$ cat config.mk
export PLATFORM = sky130hd
export DESIGN_NAME = sll_serial_flat
export DESIGN_NICKNAME = d
export VERILOG_FILES = /design/src/rtl/sll_serial_if.sv /design/src/rtl/sll_serial.sv /design/src/flat_wrapper.sv
export SDC_FILE = /design/constraint.sdc
export NUM_CORES = 1
export LEC_CHECK = 0
export CORE_MARGIN = 2
export CORE_UTILIZATION = 30
export CTS_BUF_LIST = sky130_fd_sc_hd__clkbuf_16
export CTS_CLUSTER_SIZE = 20
export DETAILED_ROUTE_END_ITERATION = 8
export SLEW_MARGIN = 10
export SYNTH_ARGS = -nofsm -noshare
export SYNTH_HDL_FRONTEND = slang
export SYNTH_SLANG_ARGS = --single-unit
$ cat constraint.sdc
create_clock -name clk -period 2.5 [get_ports clk]
set_clock_uncertainty 0.05 [all_clocks]
set_input_delay 0.25 -clock clk [delete_from_list [all_inputs] [get_ports clk]]
set_output_delay 0.25 -clock clk [all_outputs]
set_load 0.02 [all_outputs]
$ cat src/rtl/sll_serial_if.sv
// Handshake and data bundle for the serial logical left shifter.
//   start     : request pulse, sampled only while the shifter is idle
//   A         : operand, captured on the accepting edge
//   Shamt     : shift amount, captured on the accepting edge
//   ShiftedLL : working/result register
//   busy      : high while a shift is in progress or its result is being presented
//   done      : one-cycle pulse; ShiftedLL, carry_out and zero are valid
//   carry_out : last bit shifted out of the top bit
//   zero      : result equals zero (valid with done)
interface sll_serial_if #(
    parameter int unsigned WIDTH   = 16,
    parameter int unsigned SHAMT_W = 4
);
    logic               start;
    logic [WIDTH-1:0]   A;
    logic [SHAMT_W-1:0] Shamt;
    logic [WIDTH-1:0]   ShiftedLL;
    logic               busy;
    logic               done;
    logic               carry_out;
    logic               zero;

    modport master (
        output start, A, Shamt,
        input  ShiftedLL, busy, done, carry_out, zero
    );

    modport slave (
        input  start, A, Shamt,
        output ShiftedLL, busy, done, carry_out, zero
    );
endinterface

$ cat src/rtl/sll_serial.sv
// Multi-cycle logical left shifter: shifts the captured operand left one bit per clock,
// reports the last bit shifted out of the top and a zero flag with a one-cycle done pulse.
//   clk   : system clock, rising edge
//   reset : asynchronous, active-high
//   bus   : sll_serial_if slave modport (start/A/Shamt in; ShiftedLL/busy/done/
//           carry_out/zero out)
module sll_serial #(
    parameter int unsigned WIDTH   = 16,
    parameter int unsigned SHAMT_W = 4
) (
    input  logic         clk,
    input  logic         reset,
    sll_serial_if.slave  bus
);

    typedef enum logic [1:0] {StIdle, StShift, StDone} state_e;

    state_e             state_q, state_d;
    logic [WIDTH-1:0]   shifted_q, shifted_d;
    logic [SHAMT_W-1:0] count_q, count_d;
    logic               carry_q, carry_d;
    logic               zero_q, zero_d;
    logic               accept;

    assign accept = (state_q == StIdle) && bus.start;

    // State register
    always_ff @(posedge clk or posedge reset) begin
        if (reset) begin
            state_q <= StIdle;
        end else begin
            state_q <= state_d;
        end
    end

    // Next-state logic
    always_comb begin
        state_d = state_q;
        unique case (state_q)
            StIdle: begin
                if (bus.start) begin
                    state_d = (bus.Shamt == '0) ? StDone : StShift;
                end
            end
            StShift: begin
                if (count_q == SHAMT_W'(1)) begin
                    state_d = StDone;
                end
            end
            StDone:  state_d = StIdle;
            default: state_d = StIdle;
        endcase
    end

    // State-decoded outputs
    always_comb begin
        bus.busy = 1'b0;
        bus.done = 1'b0;
        unique case (state_q)
            StIdle:  ;
            StShift: bus.busy = 1'b1;
            StDone: begin
                bus.busy = 1'b1;
                bus.done = 1'b1;
            end
            default: ;
        endcase
    end

    // Datapath next-state
    always_comb begin
        shifted_d = shifted_q;
        count_d   = count_q;
        carry_d   = carry_q;
        zero_d    = zero_q;
        if (accept) begin
            shifted_d = bus.A;
            count_d   = bus.Shamt;
            carry_d   = 1'b0;
            zero_d    = 1'b0;
        end else if (state_q == StShift) begin
            shifted_d = {shifted_q[WIDTH-2:0], 1'b0};
            carry_d   = shifted_q[WIDTH-1];
            count_d   = SHAMT_W'(count_q - 1'b1);
        end
        // Zero flag is latched from the final value on the edge that enters DONE,
        // so it holds together with the result until the next accepted start.
        if ((state_d == StDone) && (state_q != StDone)) begin
            zero_d = (shifted_d == '0);
        end
    end

    always_ff @(posedge clk or posedge reset) begin
        if (reset) begin
            shifted_q <= '0;
            count_q   <= '0;
            carry_q   <= 1'b0;
            zero_q    <= 1'b0;
        end else begin
            shifted_q <= shifted_d;
            count_q   <= count_d;
            carry_q   <= carry_d;
            zero_q    <= zero_d;
        end
    end

    assign bus.ShiftedLL = shifted_q;
    assign bus.carry_out = carry_q;
    assign bus.zero      = zero_q;

endmodule

$ cat src/flat_wrapper.sv
// flat-port wrapper written by rule: the top's interface ports become plain ports
module sll_serial_flat 
#(
    parameter int unsigned WIDTH   = 16,
    parameter int unsigned SHAMT_W = 4
)
  (clk, reset, bus_start, bus_A, bus_Shamt, bus_ShiftedLL, bus_busy, bus_done, bus_carry_out, bus_zero);
  sll_serial_if #(.WIDTH(WIDTH), .SHAMT_W(SHAMT_W)) bus_i ();
  input  logic clk;
  input  logic reset;
  input wire logic [$bits(bus_i.start)-1:0] bus_start;
  input wire logic [$bits(bus_i.A)-1:0] bus_A;
  input wire logic [$bits(bus_i.Shamt)-1:0] bus_Shamt;
  output wire logic [$bits(bus_i.ShiftedLL)-1:0] bus_ShiftedLL;
  output wire logic [$bits(bus_i.busy)-1:0] bus_busy;
  output wire logic [$bits(bus_i.done)-1:0] bus_done;
  output wire logic [$bits(bus_i.carry_out)-1:0] bus_carry_out;
  output wire logic [$bits(bus_i.zero)-1:0] bus_zero;
  assign bus_i.start = bus_start;
  assign bus_i.A = bus_A;
  assign bus_i.Shamt = bus_Shamt;
  assign bus_ShiftedLL = bus_i.ShiftedLL;
  assign bus_busy = bus_i.busy;
  assign bus_done = bus_i.done;
  assign bus_carry_out = bus_i.carry_out;
  assign bus_zero = bus_i.zero;
  sll_serial #(.WIDTH(WIDTH), .SHAMT_W(SHAMT_W)) u_core (.clk(clk), .reset(reset), .bus(bus_i));
endmodule
==> Word-level counts from Yosys, hierarchy flattened <==
Cells that the tools add are included.
{ "totals": {"ff_bits": 24, "latchBits": 0, "mem_bits_rw": 0, "mem_bits_ro": 0, "inputBits": 23, "out_inout_bits": 20, "word_cells": 33, "mem_count": 0} }
{ "op_classes": {"addsub": 1, "multipliers": 0, "n_div": 0, "n_lt_le_gt_ge": 0, "eq_ne": 5, "shifts": 0, "muxes": 14, "bitwise": 0, "n_reduce_logical": 8} }
{ "op_table": {"columns": ["cell", "count"], "rows": [
  ["two-way mux 16 bit", 2],
  ["logical NOT 16 bit", 1],
  ["two-way mux 4 bit", 2],
  ["two-way mux 1 bit", 6],
  ["two-way mux 2 bit", 3],
  ["== test 2 bit, second input constant", 2],
  ["== test 4 x 1 -> 1 bit, second input constant", 1],
  ["logical NOT 4 bit", 1],
  ["one-hot mux 2 bit (2 select lines)", 1],
  ["nonzero test 2 bit", 2],
  ["subtractor 4 x 1 -> 4 bit, second input constant", 1],
  ["== test 2 x 1 -> 1 bit, second input constant", 1],
  ["logical AND 1 bit", 2],
  ["logical NOT 2 bit", 1],
  ["inequality test 2 bit, second input constant", 1],
  ["OR reduction 2 bit", 1]
]} }

==> Depth between registers and ports, before layout <==
Gate-level depths: netlist of the first run.
{ "logic_depth": {"depth_word": 7, "mapped_depth": 9, "mapped_depth_nobuf": 7} }

==> Worst setup path before layout of the first run <==
No wires, ideal clock.
{ "synth_timing": {"path_kind": "register to register", "startpoint": "register u_core.state_q[1]", "endpoint": "register u_core.zero_q (netlist: u_core.bus.zero)", "arrival_time_ns": 1.769, "t_required_ns": 2.355, "slack_ns": 0.586, "stages_incl_launch_ff": 9, "n_path_buf": 1, "period_less_slack_ns": 1.914, "path_cell_list": "dfrtp_1 inv_1 ha_1 clkbuf_1 mux2i_1 o21ai_0 nor4_1 nand2_1 o31ai_1"} }
{ "synth_between": {"elab_chain_len": 5, "elab_cells_between_ends": 14, "cone_classes": "3 x eq/ne; 6 x mux; 5 x reduce/logical"} }
{ "synth_lines": {"columns": ["item", "line_no", "rtl"], "rows": [
  ["from (decl)", "sll_serial.sv:18", "state_e state_q, state_d;"],
  ["from (signal assigned)", "sll_serial.sv:30", "state_q <= StIdle;"],
  ["from (signal assigned)", "sll_serial.sv:32", "state_q <= state_d;"],
  ["== test 2 x 1 -> 1 bit or logical NOT 2 bit (tied branches)", "sll_serial.sv:81, sll_serial.sv:25", null],
  ["two-way mux 16 bit or logical AND 1 bit (tied branches)", "sll_serial.sv:81, sll_serial.sv:25", null],
  ["two-way mux 16 bit *", "sll_serial.sv:76", "if (accept) begin"],
  ["named net u_core.shifted_d[14]", "sll_serial.sv:19", "logic [WIDTH-1:0] shifted_q, shifted_d;"],
  ["logical NOT 16 bit *", "sll_serial.sv:89", "zero_d = (shifted_d == '0);"],
  ["two-way mux 1 bit *", "sll_serial.sv:88", "if ((state_d == StDone) && (state_q != StDone)) begin"],
  ["to (signal assigned)", "sll_serial.sv:103", "zero_q <= zero_d;"],
  ["to (decl)", "sll_serial.sv:22", "logic zero_q, zero_d;"]
]} }
Mark *: on every way through the listed nets, which the timed path passes. The rest lies on a longest branch.
A chain may end at the register's enable or synchronous reset.

==> Worst setup path in the final report of the first run <==
Same ends and word-level chain as after synthesis.

==> impl_metrics.toml, run 1 <==
[clocking]
cts_tree = "done"
clk_transition_reported_paths_ns = 0.06
clock-root-buffer = "clkbuf_16"
insertion_delay_ns = 0.25
clock-sinks = 24
ctsHtreeMaxLevel = 1
cts_setup_buffers = 0
numCtsBuffers = 3
cts_buffer_depth = 2

[pwr]
leakage_nw = 0.782
p_total_mw = 2.46
irDropWorstVdd_uv = 616
power.density_mw_per_mm2 = 1330

[layout]
area_growth_syn_to_layout_pct = 42.9
diodes = 0
nets = 202
drive_gt1_share_pct = 6.40
instances_no_fill = 222

[placement]
gp_congestion = 0.847
hpwl_um = 2440
portBuffers = 42
dpl.cell_count = 218
place_ws_ns = 0.222

[critical_path]
cp_max_fo = 11
worst-path-buf-inv = 1
critical_path.cell_chain = "inv_1 -> ha_1 -> mux2i_1 -> o21ai_0 -> nor4_1 -> nand2_1 -> o31ai_1"
crit_start = "u_core.state_q[1]"
crit_required_ns = 2.61
crit_arrival_ns = 2.25
reg2reg_from = "u_core.state_q[1]"
critPathKind = "reg -> reg"
start_kind = "flop"
end_kind = "flop"
critPathMaxStageDelay_ns = 0.46
path_delay_family = "adder cells"
cpMaxStageDelayCell = "ha_1"

[route]
firstDrtPassIters = 4
vias_per_cell = 5.18
wl_per_cell_um = 14.8
drtIter0Drc = 63
drc = 0
totalWireLength_um = 3280
ant_nets = 0
num_vias = 1151

[synth]
ys_types = 28
netlist_area_mm2 = 0.00130
ys_seq_elements = 24
synthTopCellsByArea = "dfrtp_1 46%, mux2i_1 13%, o21ai_0 6.6%"
synth.net_count = 159
synth_top_area_cell = "dfrtp_1"
ys_warn_count = 0
synth_top_area_share_pct = 46.2
netlist_instances = 130
ys_seq_area_share_pct = 46.2
postSynthAreaPerCell_um2 = 9.99

[floorplanning]
start_util_pct = 31.8
core_mm2 = 0.00409
dieArea_mm2 = 0.00487
die_y_um = 69.8
die_x_um = 69.8
io_pins = 43
std_cell_rows = 23

[timing]
tns_ns = 0
fin_crit_ns = 2.13
layout_setup_ws_ns = 0.366
tightestPinTransition_ns = 0.455
rsz0062_at_grt = "false"
max_freq_ghz = 0.469
final_max_slew_viol_count = 0
finalCritPeriodShare_pct = 85.4
final-setup-viol-count = 0
hold_viol_final = 0
max_slew_margin_pct = 69.7

[global_routing]
track_usage_pct = 14.3
grt_pass1_wl_um = 5790
grt_pass1_vias = 1212
antenna_found_initial = 0
grt-ovfl-total = 0
grt_max_degree = 25

[hold_path]
hold_class = "in -> async"

[status]
status = "finished, final reports clean"

[flow_run]
maxCapViolCount = 0
## worst reg2reg max path: stages, from the launching register on
cell and delay [ns]:
dfrtp_1 0.40, inv_1 0.14, ha_1 0.46, mux2i_1 0.26, o21ai_0 0.15, nor4_1 0.28
nand2_1 0.09, o31ai_1 0.22
## report_power, final
group          total [mW]  internal, mW  switching, mW
Clock               0.341         0.213          0.128
Sequential          0.730         0.575          0.155
Combinational        1.39         0.631          0.758
## cells in the mapped netlist
library cell / number
xnor2_1: 2
buf_1: 2
ha_1: 6
nand2_1: 6
o21ai_1: 2
or3b_1: 1
buf_2: 5
a2bb2oi_1: 1
dfrtp_1: 24
o22ai_1: 1
buf_4: 1
o21ai_0: 17
or3_1: 1
a21oi_1: 4
nand3_1: 16
nor2_1: 4
mux2i_1: 17
inv_1: 7
nand2b_1: 1
and2_1: 1
o21ba_2: 1
o31ai_1: 1
o311ai_0: 1
nor4b_1: 1
nor4_1: 4
xor2_1: 1
nor4_4: 1
clkbuf_1: 1
## placed cells by master, fill, tap and decap left out
cell / Yosys / routed
clkdlybuf4s50_1: 0 / 42
dfrtp_1: 24 / 24
o21ai_0: 17 / 17
mux2i_1: 17 / 17
nand3_1: 16 / 16
inv_1: 7 / 7
nand2_1: 6 / 6
ha_1: 6 / 6
buf_4: 1 / 5
nor2_1: 4 / 4
a21oi_1: 4 / 4
nor4_1: 4 / 4
clkbuf_16: 0 / 3
o21ai_1: 2 / 2
xnor2_1: 2 / 2
and2_2: 0 / 1
xor2_1: 1 / 1
or3b_1: 1 / 1
a2bb2oi_1: 1 / 1
nor4_4: 1 / 1
o22ai_1: 1 / 1
o21ba_2: 1 / 1
nand2b_1: 1 / 1
or3_1: 1 / 1
o311ai_0: 1 / 1
o31ai_1: 1 / 1
nor4b_1: 1 / 1
clkinv_1: 0 / 1
## per-stage QoR
step / hold WS [ns] / cell area, um2 / utilization (%)
after floorplan: 0.215 / 1300 / -
after global placement: 0.502 / 1780 / 43.4
after detailed placement: 0.484 / 1780 / 43.4
after CTS: 0.301 / 1850 / 45.4
after global routing: 0.329 / 1860 / 45.4
final: 0.288 / 1860 / 45.4
## cell families after synthesis
logic type | synth area share [%]
buffers and inverters | 5.40
muxes | 13.1
adders and majority gates | 5.78
xor gates and xnor gates | 2.02
AOI/OAI and AO/OA | 12.0
and+or+nand+nor | 15.4
DFF | 46.2
## layer usage
layer	track usage, %	part of all wire [%]	vias up
met3	1.89	4.9	6
met4	3.63	0.89	0
met2	24.4	51	46
met1	18.9	43	555
li1	-	-	544
met5	0	0	-
## cell type report
cell class                      count  area (um2)
Fill cell                         392        2230
Multi-Input combinational cell     90         629
Sequential cell                    24         601
Timing Repair Buffer               47         458
Clock buffer                        3        75.1
Tap cell                           50        62.6
Inverter                            7        26.3
Clock inverter                      1        3.75
## flip-flops by register name (all words and copies together), names as in the netlist
| signal | cells |
|---|---|
| u_core.bus.carry_out | 1 |
| u_core.bus.zero | 1 |
| u_core.bus.ShiftedLL | 16 |
| u_core.count_q | 4 |
| u_core.state_q | 2 |
## path summary, 6_finish.rpt
kind                                             to  slack [ns]  cells after the start
max                                 u_core.bus.zero        0.37                      7
min in group clk               u_core.bus.carry_out        0.49                      2
max reg2reg                         u_core.bus.zero        0.37                      7
min reg2reg                    u_core.bus.carry_out        0.49                      2
max in group asynchronous   u_core.bus.ShiftedLL[6]        1.87                      3
min                        u_core.bus.ShiftedLL[10]        0.29                      3
## repair_timing
action,CTS,global route
resized for setup,0,1
hold buffers,0,0
endpoints found under the hold margin,0,0
setup endpoints to repair,0,1
No activity file was read; power rests on OpenSTA's default activity.
==> inputs of run 2 (changes only) <==
- CORE_UTILIZATION: 30 -> 40
- PLACE_DENSITY: unset -> 0.71
==> run 2 against run 1 <==
Clock power increased by 1%; sequential share of layout area about the same; die area decreased by 24%; wire length decreased by 1.0%; hold slack improved by 0.019 ns; fmax increased by 0.60%; first-iteration DRC count decreased by 51%; sequential power decreased by 0.8%; total power increased by 0.20%; critical path type unchanged; global-route usage increased by 5.0 points; count of clock-buffer cells in the layout unchanged.
==> impl_metrics.toml, run 2 (synthesis results as in run 1) <==
[clocking]
insertion_delay_ns = 0.25
ctsHtreeMaxLevel = 1
clock-sinks = 24
cts_setup_buffers = 0
clk_transition_reported_paths_ns = 0.06
cts_resized = 0
cts_tree = "done"
clock-root-buffer = "clkbuf_16"
numCtsBuffers = 3
cts_buffer_depth = 2
hold_buffers = 0

[route]
drc = 0
wl_per_cell_um = 14.9
num_vias = 1126
firstDrtPassIters = 4
drtIter0Drc = 31
ant_nets = 0
totalWireLength_um = 3240
vias_per_cell = 5.19

[timing]
tns_ns = 0
rsz0062_at_grt = "false"
tightestPinTransition_ns = 0.371
max_freq_ghz = 0.471
max_slew_margin_pct = 75.0
final-setup-viol-count = 0
hold_slack_ns = 0.307
hold_viol_final = 0
fin_crit_ns = 2.12
final_max_slew_viol_count = 0
finalCritPeriodShare_pct = 84.9

[floorplanning]
dieArea_mm2 = 0.00372
start_util_pct = 42.2
io_pins = 43
std_cell_rows = 20
die_x_um = 61.0
die_y_um = 61.0
core_mm2 = 0.00308

[pwr]
power.density_mw_per_mm2 = 1330
leakage_nw = 0.786
irDropWorstVdd_uv = 544

[placement]
hpwl_um = 2350
dpl.cell_count = 213
postPlaceCellArea_mm2 = 0.00178
portBuffers = 42
gp_congestion = 0.832

[global_routing]
grt-ovfl-total = 0
grt_max_degree = 25
antenna_found_initial = 0
track_usage_pct = 19.3
grt_pass1_vias = 1161
grt_pass1_wl_um = 5240

[critical_path]
end_kind = "flop"
crit_required_ns = 2.61
crit_arrival_ns = 2.23
critical_path.cell_chain = "inv_1 -> ha_1 -> buf_4 -> mux2i_1 -> o21ai_0 -> nor4_1 -> nand2_1 -> o31ai_1"
critPathMaxStageDelay_ns = 0.40
critPathKind = "reg -> reg"
path_delay_family = "simple AND/OR/NAND/NOR gates"
worst-path-buf-inv = 2
start_kind = "flop"
rr_worst_depth = 8
reg2reg_from = "u_core.state_q[1]"
cpMaxStageDelayCell = "dfrtp_1"
cp_max_fo = 14
crit-reg2reg-capture = "u_core.bus.zero"
reg2reg_slack_ns = 0.38

[layout]
drive_gt1_share_pct = 6.36
instances_no_fill = 217
diodes = 0
final_common_cell = "clkdlybuf4s50_1"
fin_area_mm2 = 0.00185
nets = 203
fill_cells = 279
area_growth_syn_to_layout_pct = 42.8
largest_register_ffs = 16
mostFrequentLayoutCells = "42 x clkdlybuf4s50_1, 24 x dfrtp_1, 17 x o21ai_0, 17 x mux2i_1, 16 x nand3_1"

[hold_path]
hold_class = "in -> async"

[flow_run]
maxCapViolCount = 0

[status]
status = "finished, final reports clean"
run 2: cell type report:
| class | count | area [um2] | share of cell area, % |
|---|---|---|---|
| multi-input combinational | 90 | 628 | 33.9 |
| sequential | 24 | 601 | 32.4 |
| inverter | 7 | 26.3 | 1.42 |
| timing repair buffer | 48 | 465 | 25.1 |
| tap | 44 | 55.1 | 2.97 |
| clock inverter | 1 | 3.75 | 0.202 |
| clock buffer | 3 | 75.1 | 4.05 |
run 2: routing by layer:
layer / vias up / share of wire (%) / global-route usage [%]
met1: 532 / 44 / 25.1
li1: 549 / - / -
met4: 0 / 0.77 / 6.83
met5: - / 0 / 0
met2: 41 / 49 / 32.1
met3: 4 / 5.2 / 3.62
run 2: report_power, final:
group | leakage (nW) | switching [mW] | internal (mW)
sequential | 0.296 | 0.149 | 0.575
combinational | 0.452 | 0.755 | 0.640
clock | 0.0385 | 0.132 | 0.214
total | 0.786 | 1.04 | 1.43
run 2: worst max path at each step:
stage,end,from,depth (start not counted)
after CTS,u_core.bus.zero,u_core.state_q[1],8
after floorplan,u_core.bus.zero,u_core.state_q[1],8
after detailed placement,u_core.bus.zero,u_core.state_q[1],8
final,u_core.bus.zero,u_core.state_q[1],8
after global placement,u_core.bus.zero,bus_Shamt[1],6
after global routing,u_core.bus.zero,u_core.state_q[1],8
run 2: worst reg2reg max path: cells and delay by family, from the launching register on:
family / cells / cell delay [ns]
buf+inv: 2 / 0.37
mux: 1 / 0.21
compound gates: 2 / 0.35
flops: 1 / 0.40
simple gates: 2 / 0.48
fa+ha+maj: 1 / 0.16
run 2: per-stage QoR:
stage / setup slack (ns) / util [%] / total power, mW
after floorplan: 0.586 / - / 1.59
after global placement: 0.462 / 57.7 / 2.09
after detailed placement: 0.393 / 57.7 / 2.12
after CTS: 0.378 / 60.2 / 2.48
after global routing: 0.212 / 60.2 / 2.64
final: 0.378 / 60.2 / 2.47
==> inputs of run 3 (changes only) <==
- PLACE_DENSITY: 0.71 -> 0.74
- clock period: 2.5 -> 1.7 ns (I/O delays scaled with it)
==> run 3 against run 2 <==
The flow now finishes with violations (negative setup slack); hold slack worse by 0.090 ns; final cell count up 8.8%; first-iteration DRC count up 77%; count of clock-buffer cells in the layout unchanged; via count up 13%; total power up 84%; core utilization up 10 points.
==> impl_metrics.toml, run 3 (synthesis results as in run 1) <==
[global_routing]
grt_max_degree = 25
antenna_found_initial = 0
grt_pass1_wl_um = 6140
grt_pass1_vias = 1373
grt-ovfl-total = 0
track_usage_pct = 22.4

[critical_path]
crit-reg2reg-capture = "u_core.bus.zero"
cp_max_fo = 3
cpMaxStageDelayCell = "or3_4"
cp.depth = 7
reg2reg_from = "u_core.count_q[1]"
critPathKind = "reg -> reg"
critical_path.cell_chain = "inv_2 -> ha_1 -> or3b_4 -> a2bb2oi_2 -> o22ai_2 -> or3_4 -> o31ai_2"
critPathMaxStageDelay_ns = 0.40
crit_start = "u_core.count_q[1]"
crit_required_ns = 1.82
start_kind = "flop"
reg2reg_slack_ns = -0.25
end_kind = "flop"
path_delay_family = "simple AND/OR/NAND/NOR gates"
crit_arrival_ns = 2.07
worst-path-buf-inv = 1
rr_worst_depth = 7

[placement]
hpwl_um = 2740
portBuffers = 42
postPlaceCellArea_mm2 = 0.00193
gp_congestion = 0.852
place_ws_ns = -0.329

[floorplanning]
core_mm2 = 0.00308
die_y_um = 61.0
io_pins = 43
die_x_um = 61.0
start_util_pct = 42.2
dieArea_mm2 = 0.00372
std_cell_rows = 20

[timing]
max_freq_ghz = 0.513
rsz0062_at_grt = "true"
finalCritPeriodShare_pct = 115
tightestPinTransition_ns = 0.339
max_slew_margin_pct = 77.0
hold_viol_final = 0
fin_crit_ns = 1.95
layout_setup_ws_ns = -0.248
final_max_slew_viol_count = 0
hold_slack_ns = 0.217
final-setup-viol-count = 1

[layout]
mostFrequentLayoutCells = "40 x clkdlybuf4s50_1, 23 x dfrtp_1, 22 x buf_4, 16 x nand3_1, 14 x mux2i_1"
drive_gt1_share_pct = 27.1
diodes = 0
fin_area_mm2 = 0.00216
nets = 222
area_growth_syn_to_layout_pct = 66.6
largest_register_ffs = 16
final_common_cell = "clkdlybuf4s50_1"

[pwr]
leakage_nw = 0.918
irDropWorstVdd_uv = 1360
power.density_mw_per_mm2 = 2100

[route]
vias_per_cell = 5.39
firstDrtPassIters = 4
drc = 0
wl_per_cell_um = 16.8
ant_nets = 0
totalWireLength_um = 3980
drtIter0Drc = 55
num_vias = 1271

[status]
violations = "negative setup slack"
status = "complete, but fails checks"

[clocking]
numCtsBuffers = 3
insertion_delay_ns = 0.26
ctsHtreeMaxLevel = 1
cts_tree = "done"
clock-root-buffer = "clkbuf_16"
clock-sinks = 24
clk_transition_reported_paths_ns = 0.06
cts_buffer_depth = 2

[flow_run]
maxCapViolCount = 0

[hold_path]
hold_class = "in -> async"
-- run 3: layout make-up --
type                       count  area (um2)
fill                         228         915
inverter                       7        26.3
timing repair buffer          67         649
tap                           44        55.1
sequential                    24         602
multi-input combinational     90         752
clock inverter                 1        3.75
clock buffer                   3        75.1
-- run 3: timing repair --
action,4_1_cts,5_1_grt
hold buffers,0,0
setup endpoints to repair,4,3
cloned,0,1
pin swaps,1,6
resized for setup,15,23
buffers inserted,0,1
-- run 3: worst register-to-register path: cells and delay by family (launching register included) --
family	cells	cell delay, ns
and+or+nand+nor	2	0.79
AOI/OAI and AO/OA	3	0.45
DFF	1	0.39
adders and majority gates	1	0.13
buffers and inverters	1	0.06
-- run 3: how the worst max path moves through the flow --
stage	endpoint	slack, ns
after floorplan	u_core.bus.zero	-0.10
final	u_core.bus.zero	-0.25
after detailed placement	u_core.bus.zero	-0.33
after global placement	u_core.bus.zero	-0.24
after CTS	u_core.bus.zero	-0.26
after global routing	u_core.bus.zero	-0.37
-- run 3: per-stage QoR --
step / util (%) / power (mW) / cells / setup TNS (ns)
final: 70.3 / 4.54 / 236 / -0.248
after floorplan: - / 2.38 / 130 / -0.104
after global routing: 70.3 / 4.80 / 236 / -0.372
after global placement: 62.6 / 3.44 / 230 / -0.272
after detailed placement: 62.6 / 3.53 / 230 / -0.498
after CTS: 66.4 / 4.15 / 234 / -0.264
-- run 3: per-layer routing --
layer  up-vias  routed length, um  track usage [%]
met2        45               2050             43.3
met4         0                 91             5.59
met1       623               1650             26.0
met5         -                  0                0
met3        10                189             2.77
li1        593                  -                -
-- run 3: power by group --
group	switching [mW]	total [mW]	internal (mW)
Combinational	1.43	2.93	1.51
Sequential	0.248	1.09	0.847
Clock	0.204	0.518	0.315
Total	1.88	4.54	2.67
